<file path="src/rtl/dmem_mmio_bridge.sv">
// Memory-stage slave: data RAM, LED register, UART TX (FIFO + 8N1 serializer)
// and a free-running cycle counter behind a word-aligned address decoder.
module dmem_mmio_bridge #(
  parameter int unsigned RAM_WORDS    = 64,
  parameter int unsigned LED_W        = 8,
  parameter int unsigned FIFO_DEPTH   = 8,
  parameter int unsigned CLKS_PER_BIT = 868
) (
  input  logic             clk,
  input  logic             rst_n,
  input  logic [31:0]      M_ALUResult,
  input  logic             M_MemWrite,
  input  logic [31:0]      M_WriteData,
  output logic [31:0]      M_ReadDataW,
  output logic [LED_W-1:0] led,
  output logic             uart_tx
);

  localparam int unsigned AW = $clog2(RAM_WORDS);
  localparam int unsigned FW = $clog2(FIFO_DEPTH);
  localparam int unsigned BW = $clog2(CLKS_PER_BIT);

  typedef enum logic [1:0] {S_IDLE, S_START, S_DATA, S_STOP} state_t;

  logic [31:0]      r_ram [RAM_WORDS];
  logic [LED_W-1:0] r_led;
  logic [31:0]      r_cnt;
  logic [7:0]       r_fifo [FIFO_DEPTH];
  logic [FW-1:0]    r_wr_ptr, r_rd_ptr;
  logic [FW:0]      r_count;
  logic             r_ovf;
  state_t           r_state, w_state_next;
  logic [BW-1:0]    r_baud, w_baud_next;
  logic [2:0]       r_bit_idx, w_bit_next;
  logic [7:0]       r_shift, w_shift_next;
  logic             r_tx, w_tx_next;

  logic [29:0]   w_word;
  logic [AW-1:0] w_ram_idx;
  logic          w_sel_ram, w_sel_led, w_sel_uart, w_sel_cnt;
  logic          w_full, w_empty, w_busy, w_push_req, w_push, w_pop, w_bit_end;
  logic          w_unused;

  assign w_word     = M_ALUResult[31:2];
  assign w_ram_idx  = M_ALUResult[AW+1:2];
  assign w_sel_ram  = (M_ALUResult[31:AW+2] == '0);
  assign w_sel_led  = (w_word == 30'h0400_0000);
  assign w_sel_uart = (w_word == 30'h0400_0001);
  assign w_sel_cnt  = (w_word == 30'h0400_0002);
  assign w_unused   = ^M_ALUResult[1:0];

  assign w_full     = (r_count == (FW+1)'(FIFO_DEPTH));
  assign w_empty    = (r_count == '0);
  assign w_busy     = (r_state != S_IDLE);
  assign w_push_req = M_MemWrite && w_sel_uart;
  assign w_push     = w_push_req && !w_full;
  assign w_bit_end  = (r_baud == BW'(CLKS_PER_BIT - 1));

  // RAM storage is intentionally not reset
  always_ff @(posedge clk) begin
    if (M_MemWrite && w_sel_ram) r_ram[w_ram_idx] <= M_WriteData;
  end

  always_ff @(posedge clk) begin
    if (w_push) r_fifo[r_wr_ptr] <= M_WriteData[7:0];
  end

  always_ff @(posedge clk or negedge rst_n) begin
    if (!rst_n) begin
      r_led    <= '0;
      r_cnt    <= '0;
      r_wr_ptr <= '0;
      r_rd_ptr <= '0;
      r_count  <= '0;
      r_ovf    <= 1'b0;
    end else begin
      if (M_MemWrite && w_sel_led) r_led <= M_WriteData[LED_W-1:0];
      r_cnt <= (M_MemWrite && w_sel_cnt) ? 32'h0 : r_cnt + 32'h1;
      if (w_push) r_wr_ptr <= r_wr_ptr + FW'(1);
      if (w_pop)  r_rd_ptr <= r_rd_ptr + FW'(1);
      case ({w_push, w_pop})
        2'b10:   r_count <= r_count + (FW+1)'(1);
        2'b01:   r_count <= r_count - (FW+1)'(1);
        default: r_count <= r_count;
      endcase
      if (w_push_req && w_full) r_ovf <= 1'b1;
    end
  end

  always_ff @(posedge clk or negedge rst_n) begin
    if (!rst_n) begin
      r_state   <= S_IDLE;
      r_baud    <= '0;
      r_bit_idx <= '0;
      r_shift   <= '0;
      r_tx      <= 1'b1;
    end else begin
      r_state   <= w_state_next;
      r_baud    <= w_baud_next;
      r_bit_idx <= w_bit_next;
      r_shift   <= w_shift_next;
      r_tx      <= w_tx_next;
    end
  end

  // TX next state; uart_tx is registered from the next-state value so it
  // changes on the same edge as the state
  always_comb begin
    w_state_next = r_state;
    w_baud_next  = r_baud;
    w_bit_next   = r_bit_idx;
    w_shift_next = r_shift;
    w_pop        = 1'b0;
    case (r_state)
      S_IDLE: begin
        if (!w_empty) begin
          w_pop        = 1'b1;
          w_shift_next = r_fifo[r_rd_ptr];
          w_baud_next  = '0;
          w_bit_next   = '0;
          w_state_next = S_START;
        end
      end
      S_START: begin
        if (w_bit_end) begin
          w_baud_next  = '0;
          w_state_next = S_DATA;
        end else begin
          w_baud_next = r_baud + BW'(1);
        end
      end
      S_DATA: begin
        if (w_bit_end) begin
          w_baud_next  = '0;
          w_shift_next = {1'b0, r_shift[7:1]};
          w_bit_next   = r_bit_idx + 3'd1;
          if (r_bit_idx == 3'd7) w_state_next = S_STOP;
        end else begin
          w_baud_next = r_baud + BW'(1);
        end
      end
      S_STOP: begin
        if (w_bit_end) begin
          w_baud_next  = '0;
          w_state_next = S_IDLE;
        end else begin
          w_baud_next = r_baud + BW'(1);
        end
      end
      default: w_state_next = S_IDLE;
    endcase
    case (w_state_next)
      S_START: w_tx_next = 1'b0;
      S_DATA:  w_tx_next = w_shift_next[0];
      default: w_tx_next = 1'b1;
    endcase
  end

  always_comb begin
    M_ReadDataW = 32'h0;
    if (w_sel_ram)       M_ReadDataW = r_ram[w_ram_idx];
    else if (w_sel_led)  M_ReadDataW = 32'(r_led);
    else if (w_sel_uart) M_ReadDataW = {28'h0, r_ovf, w_busy, w_empty, w_full};
    else if (w_sel_cnt)  M_ReadDataW = r_cnt;
  end

  assign led     = r_led;
  assign uart_tx = r_tx;

endmodule
</file>
<file path="config.mk">
export PLATFORM = sky130hd
export DESIGN_NAME = dmem_mmio_bridge
export DESIGN_NICKNAME = d
export VERILOG_FILES = /design/src/rtl/dmem_mmio_bridge.sv
export SDC_FILE = /design/constraint.sdc
export NUM_CORES = 2
export LEC_CHECK = 0
export BUFFER_PORTS_ARGS = -buffer_cell sky130_fd_sc_hd__buf_2
export CAP_MARGIN = 0
export CORE_UTILIZATION = 43
export CTS_CLUSTER_SIZE = 25
export DETAILED_ROUTE_END_ITERATION = 7
export PLACE_DENSITY_LB_ADDON = 0.05
export SYNTH_ARGS = -nofsm -noshare
export SYNTH_HDL_FRONTEND = slang
export SYNTH_SLANG_ARGS = --single-unit
</file>
<file path="constraint.sdc">
create_clock -name clk -period 7.77 [get_ports clk]
set_input_delay 1.554 -clock clk [delete_from_list [all_inputs] [get_ports clk]]
set_output_delay 1.554 -clock clk [all_outputs]
set_load 0.05 [all_outputs]
</file>
# After elaboration in Yosys (flattened, before gate mapping)
# Memories as Yosys holds them, arrays and structs flattened.
# Index checks and enable logic that the tools add are counted.
word_totals:
  regBits: 75
  mem_bits_rw: 2112
  output_inout_bits: 41
  word_cells: 79
  memories: 2
  input_bits: 67
op_classes:
  add_sub_neg: 7
  reduce_logical: 15
  n_mux: 28
  eq_ne: 15
memory_table:
  columns: ["name", "words", "word_bits", "rd", "rd_clocked_by_memory_dff", "wr", "line_no", "text"]
  rows:
  - ["r_ram", 64, 32, 1, 0, 1, "25", "logic [31:0] r_ram [RAM_WORDS];"]
  - ["r_fifo", 8, 8, 1, 0, 1, "28", "logic [7:0] r_fifo [FIFO_DEPTH];"]
ops:
  columns: ["cell", "count"]
  rows:
  - ["$mux W32", 5]
  - ["$eq A30 B27 Y1 const B", 3]
  - ["$add A32 B1 Y32 const B", 1]
  - ["$logic_not A24 Y1", 1]
  - ["$mux W10", 2]
  - ["$pmux W10 S2", 1]
  - ["$mux W8", 2]
  - ["$pmux W8 S2", 1]
  - ["$add A10 B1 Y10 const B", 1]
  - ["$eq A10 B10 Y1 const B", 1]
  - ["$mux W2", 5]
  - ["$add A3 B1 Y3 const B", 3]
  - ["$eq A2 B2 Y1 const B", 4]
  - ["$pmux W2 S4", 1]
  - ["$pmux W4 S2", 1]
  - ["$eq A2 B1 Y1 const B", 3]
  - ["$logic_and A1 B1 Y1", 6]
  - ["$mux W1", 6]
  - ["$mux W3", 2]
  - ["$pmux W3 S2", 1]
  - ["$reduce_bool A2 Y1", 3]
  - ["$add A4 B1 Y4 const B", 1]
  - ["$eq A4 B4 Y1 const B", 1]
  - ["$logic_not A4 Y1", 1]
  - ["other kinds (8)", 9]

# Logic depth before layout (Yosys ltp)
logic_depth:
  ltp_word: 6
  depth_mapped: 15
  depth_no_buf: 13

# Worst setup path before layout
# OpenSTA, ideal clock, no wires.
synth_timing:
  kind: "input to output"
  from: "input port M_ALUResult[5]"
  to: "output port M_ReadDataW[3]"
  setup_slack_ns: 2.058
  path_buffers: 3
  t_required_ns: 6.216
  arrival_ns: 4.158
  cell_stages: 8
  path_cell_list: "buf_2 -> buf_2 -> nor3b_1 -> clkbuf_1 -> nand3_1 -> nand4_1 -> a21oi_1 -> a221oi_1"
synth_via:
  elab_chain_len: 5
  elab_cells_between_ends: 8
  classes_between: "3 x eq/ne; 4 x mux; 1 x memory"
synth_rtl:
  columns: ["element", "line_no", "text"]
  rows:
  - ["start: declaration", "11", "input logic [31:0] M_ALUResult,"]
  - ["parallel branches: the longest is 4 deep, another holds $mem_v2 Z64 W32", null, null]
  - ["$mux W32 *", "161", "if (w_sel_ram) M_ReadDataW = r_ram[w_ram_idx];"]
  - ["end: declaration", "14", "output logic [31:0] M_ReadDataW,"]
# Mark *: on every way between the ends.

# Final worst setup path
layout_timing:
  from: "input port M_ALUResult[2]"
  to: "output port M_ReadDataW[27]"
# The elaborated chain is that of the path after synthesis.

==> flow_metrics.py <==
metrics = {
    "power_and_ir_drop": {
        "clkPwrFrac_pct": 42.5,
        "leakage_uw": 0.0323,
        "p_sw_uw": 5770,
        "ir_drop_mv": 0.278,
        "power.density_mw_per_mm2": 255,
        "swShare_pct": 23.0,
        "seqPwrFrac_pct": 51.6,
        "pwr-share-comb_pct": 5.8,
        "p_int_uw": 19300,
    },
    "synth": {
        "async_flop_share_pct": 3.43,
        "yosys.area_share.simple_pct": 3.38,
        "syn-cell-area_mm2": 0.0855,
        "ys.flop_type": "edfxtp_1",
        "synth_compound_area_share_pct": 8.52,
        "yosys.cell_types.count": 90,
        "ys_warn_count": 0,
        "ys_ff_latch": 2187,
        "synth_nets": 4859,
        "synth-xor-area-share_pct": 0.399,
        "synthMuxAreaShare_pct": 9.01,
        "avgSynthCellArea_um2": 17.9,
        "syn_inst": 4783,
        "synth_fa_ha_area_share_pct": 0.132,
        "synth_edf_count": 2112,
        "synth_top_family_by_area": "multiplexers",
        "ys_seq_area_share_pct": 76.3,
    },
    "setup_path": {
        "crit_fanout": 50,
        "critical_path_class": "input pin to output port",
        "worstSetupStartpointType": "input pin",
        "arrival_ps": 5560,
        "end_kind": "output port",
        "cp.required_ps": 6220,
    },
    "clock_network": {
        "clockRootBuffer": "clkbuf_16",
        "ctsHoldBuffers": 0,
        "cts_max_level": 4,
        "cts_tree": "done",
        "clk_path_buf_depth": 3,
        "cts.repair.resized": 0,
        "cts_sinks": 2187,
        "post_cts_buffers": 0,
        "clk_latency_ps": 890,
        "clkTransAtPathRegs_ps": 60,
        "numCtsBuffers": 229,
    },
    "global_route": {
        "grtUsageTotal_pct": 29.9,
        "overflow": 0,
        "grt_start_max_net_pins": 76,
        "grt_pass1_vias": 47500,
        "grt_pass1_wl_um": 410000,
        "antenna_found_initial": 28,
    },
    "cells_and_area": {
        "area_delta_synth_final_pct": 15.1,
        "layout_commonest_cell": "edfxtp_1",
        "register_area_mm2": 0.0653,
        "finalNonFillerCells": 8005,
        "fin_nets": 5237,
        "mostFrequentLayoutCells": "edfxtp_1 (2,112), mux2i_1 (326), buf_4 (317), clkbuf_16 (229), a221oi_1 (214)",
        "multiInputGateArea_mm2": 0.0189,
        "fillers": 16500,
        "drive_gt1_share_pct": 21.3,
    },
    "die": {
        "rows": 163,
        "ios": 108,
        "die_w_um": 448,
        "dieArea_mm2": 0.201,
        "die-height_um": 448,
        "core_area_mm2": 0.197,
        "initial_utilization_pct": 43.3,
    },
    "placed_design": {
        "place.port_buffers": 105,
        "place.gp.congestion": 0.838,
        "dpl.hpwl_um": 181000,
        "placed_cells": 7570,
    },
    "run": {
        "drv_cap": 0,
    },
    "route": {
        "wire_per_inst_um": 37.8,
        "viasPerCell": 6.30,
        "drt-initial-drc-count": 7040,
        "wirelength_um": 303000,
        "route.vias.total": 50400,
        "drtPass1Iterations": 7,
        "postRouteAntennaNets": 0,
        "drc_errors": 0,
    },
    "sta": {
        "finalSetupTns_ps": 0,
        "final_max_slew_viol_count": 0,
        "post-route-min-period_ps": 7110,
        "hold_viol": 0,
        "max_freq_mhz": 141,
        "finalClockSkew_ps": 13.7,
        "slew_headroom_pct": 10.1,
        "worst_slew_pin_slew_ps": 1350,
        "setup_viol": 0,
        "finalCritPeriodShare_pct": 91.5,
        "rsz0062_at_grt": "no",
    },
    "status": {
        "outcome": "finished clean",
    },
    "worst_hold_path": {
        "hp-class": "flip-flop to flip-flop",
    },
}
cells in the mapped netlist (all sizes together), types with 8 or more instances:
| master | instances | area [um^2] |
|---|---|---|
| nand4 | 17 | 106 |
| xnor2 | 15 | 131 |
| nor3 | 25 | 141 |
| nand2b | 10 | 65.1 |
| nor2b | 12 | 75.1 |
| clkbuf | 82 | 309 |
| a211oi | 16 | 120 |
| a21oi | 139 | 696 |
| nor2 | 262 | 1010 |
| xor2 | 24 | 210 |
| and3 | 19 | 119 |
| mux4 | 126 | 2840 |
| inv | 10 | 37.5 |
| ha | 9 | 113 |
| a22o | 49 | 429 |
| nand2 | 135 | 512 |
| mux2i | 326 | 3260 |
| nor4 | 18 | 119 |
| o22ai | 135 | 845 |
| a31oi | 28 | 175 |
| edfxtp | 2112 | 63400 |
| buf | 227 | 1560 |
| nand3 | 75 | 375 |
| a221oi | 221 | 1980 |
| o22a | 16 | 140 |
| or3 | 8 | 50.1 |
| a221o | 34 | 340 |
| o2111ai | 8 | 70.1 |
| o21ai | 165 | 826 |
| a222oi | 19 | 190 |
| a22oi | 116 | 871 |
| and2 | 11 | 68.8 |
| dfrtp | 74 | 1850 |
| mux2 | 142 | 1600 |
power by group through the flow:
stage	logic, uW	registers, uW	clock network [uW]
CTS	1440	12900	10800
global route	1500	12900	11200
finish	1460	12900	10700
detailed placement	1440	13200	0
global placement	1420	13200	0
floorplan	624	13200	0
final timing paths:
| kind | startpoint | endpoint | slack, ps | depth (start not counted) |
|---|---|---|---|---|
| setup / recovery | M_ALUResult[2] | M_ReadDataW[27] | 660 | 9 |
| hold / removal | r_ovf | r_ovf | 470 | 1 |
| setup reg to reg | r_count[2] | r_count[2] | 4860 | 11 |
| hold reg to reg | r_ovf | r_ovf | 470 | 1 |
| max in group asynchronous | rst_n | r_ovf | 6300 | 1 |
| min in group asynchronous | rst_n | r_cnt[21] | 830 | 1 |
critical path: stages:
cell       delay, ps
buf_8            470
inv_4            350
nand2_1          520
buf_4            320
o22ai_1          100
a211oi_1         920
o2111ai_1        650
a22o_1           360
buf_2            210
through the flow:
step	utilization [%]	worst slack [ps]	cell area, um^2	total power, uW	hold slack, ps
global placement	46.2	621	91200	14600	453
finish	49.9	660	98500	25100	471
floorplan	-	2060	85500	13800	441
global route	49.9	539	98500	25700	498
detailed placement	46.2	795	91200	14600	461
CTS	49.9	783	98500	25200	475
cell families (layout without fill, tap and decap cells):
| logic type | after synthesis | count (layout) |
|---|---|---|
| flops | 2187 | 2187 |
| compound gates | 1012 | 1012 |
| simple gates | 623 | 623 |
| mux | 594 | 594 |
| buf+inv | 319 | 892 |
| xor+xnor | 39 | 39 |
| fa+ha+maj | 9 | 9 |
| other cells | 0 | 9 |
cell type report:
class                      instances  share of cell area (%)
timing repair buffer             456                    3.73
antenna                            9                  0.0229
multi-input combinational       2277                    19.2
clock inverter                   147                    1.33
inverter                          10                  0.0508
sequential                      2187                    66.3
tap                             2640                    3.35
clock buffer                     279                    6.01
per-layer routing:
| metal | vias up | track usage, % | wire length (um) |
|---|---|---|---|
| li1 | 20400 | - | - |
| met1 | 27000 | 44.2 | 131000 |
| met2 | 2595 | 45.5 | 137000 |
| met3 | 402 | 5.71 | 27600 |
| met4 | 8 | 7.84 | 7560 |
| met5 | - | 0 | 46 |
sequential cells by signal (all words and copies together) (netlist names), 2 cells and up:
name and cells:
r_count 4, r_state 2, r_bit_idx 3, r_rd_ptr 3, r_shift 8, r_baud 10
r_ram 2048, r_fifo 64, r_wr_ptr 3, r_cnt 32, led 8
(Power assumes the default switching activity.)
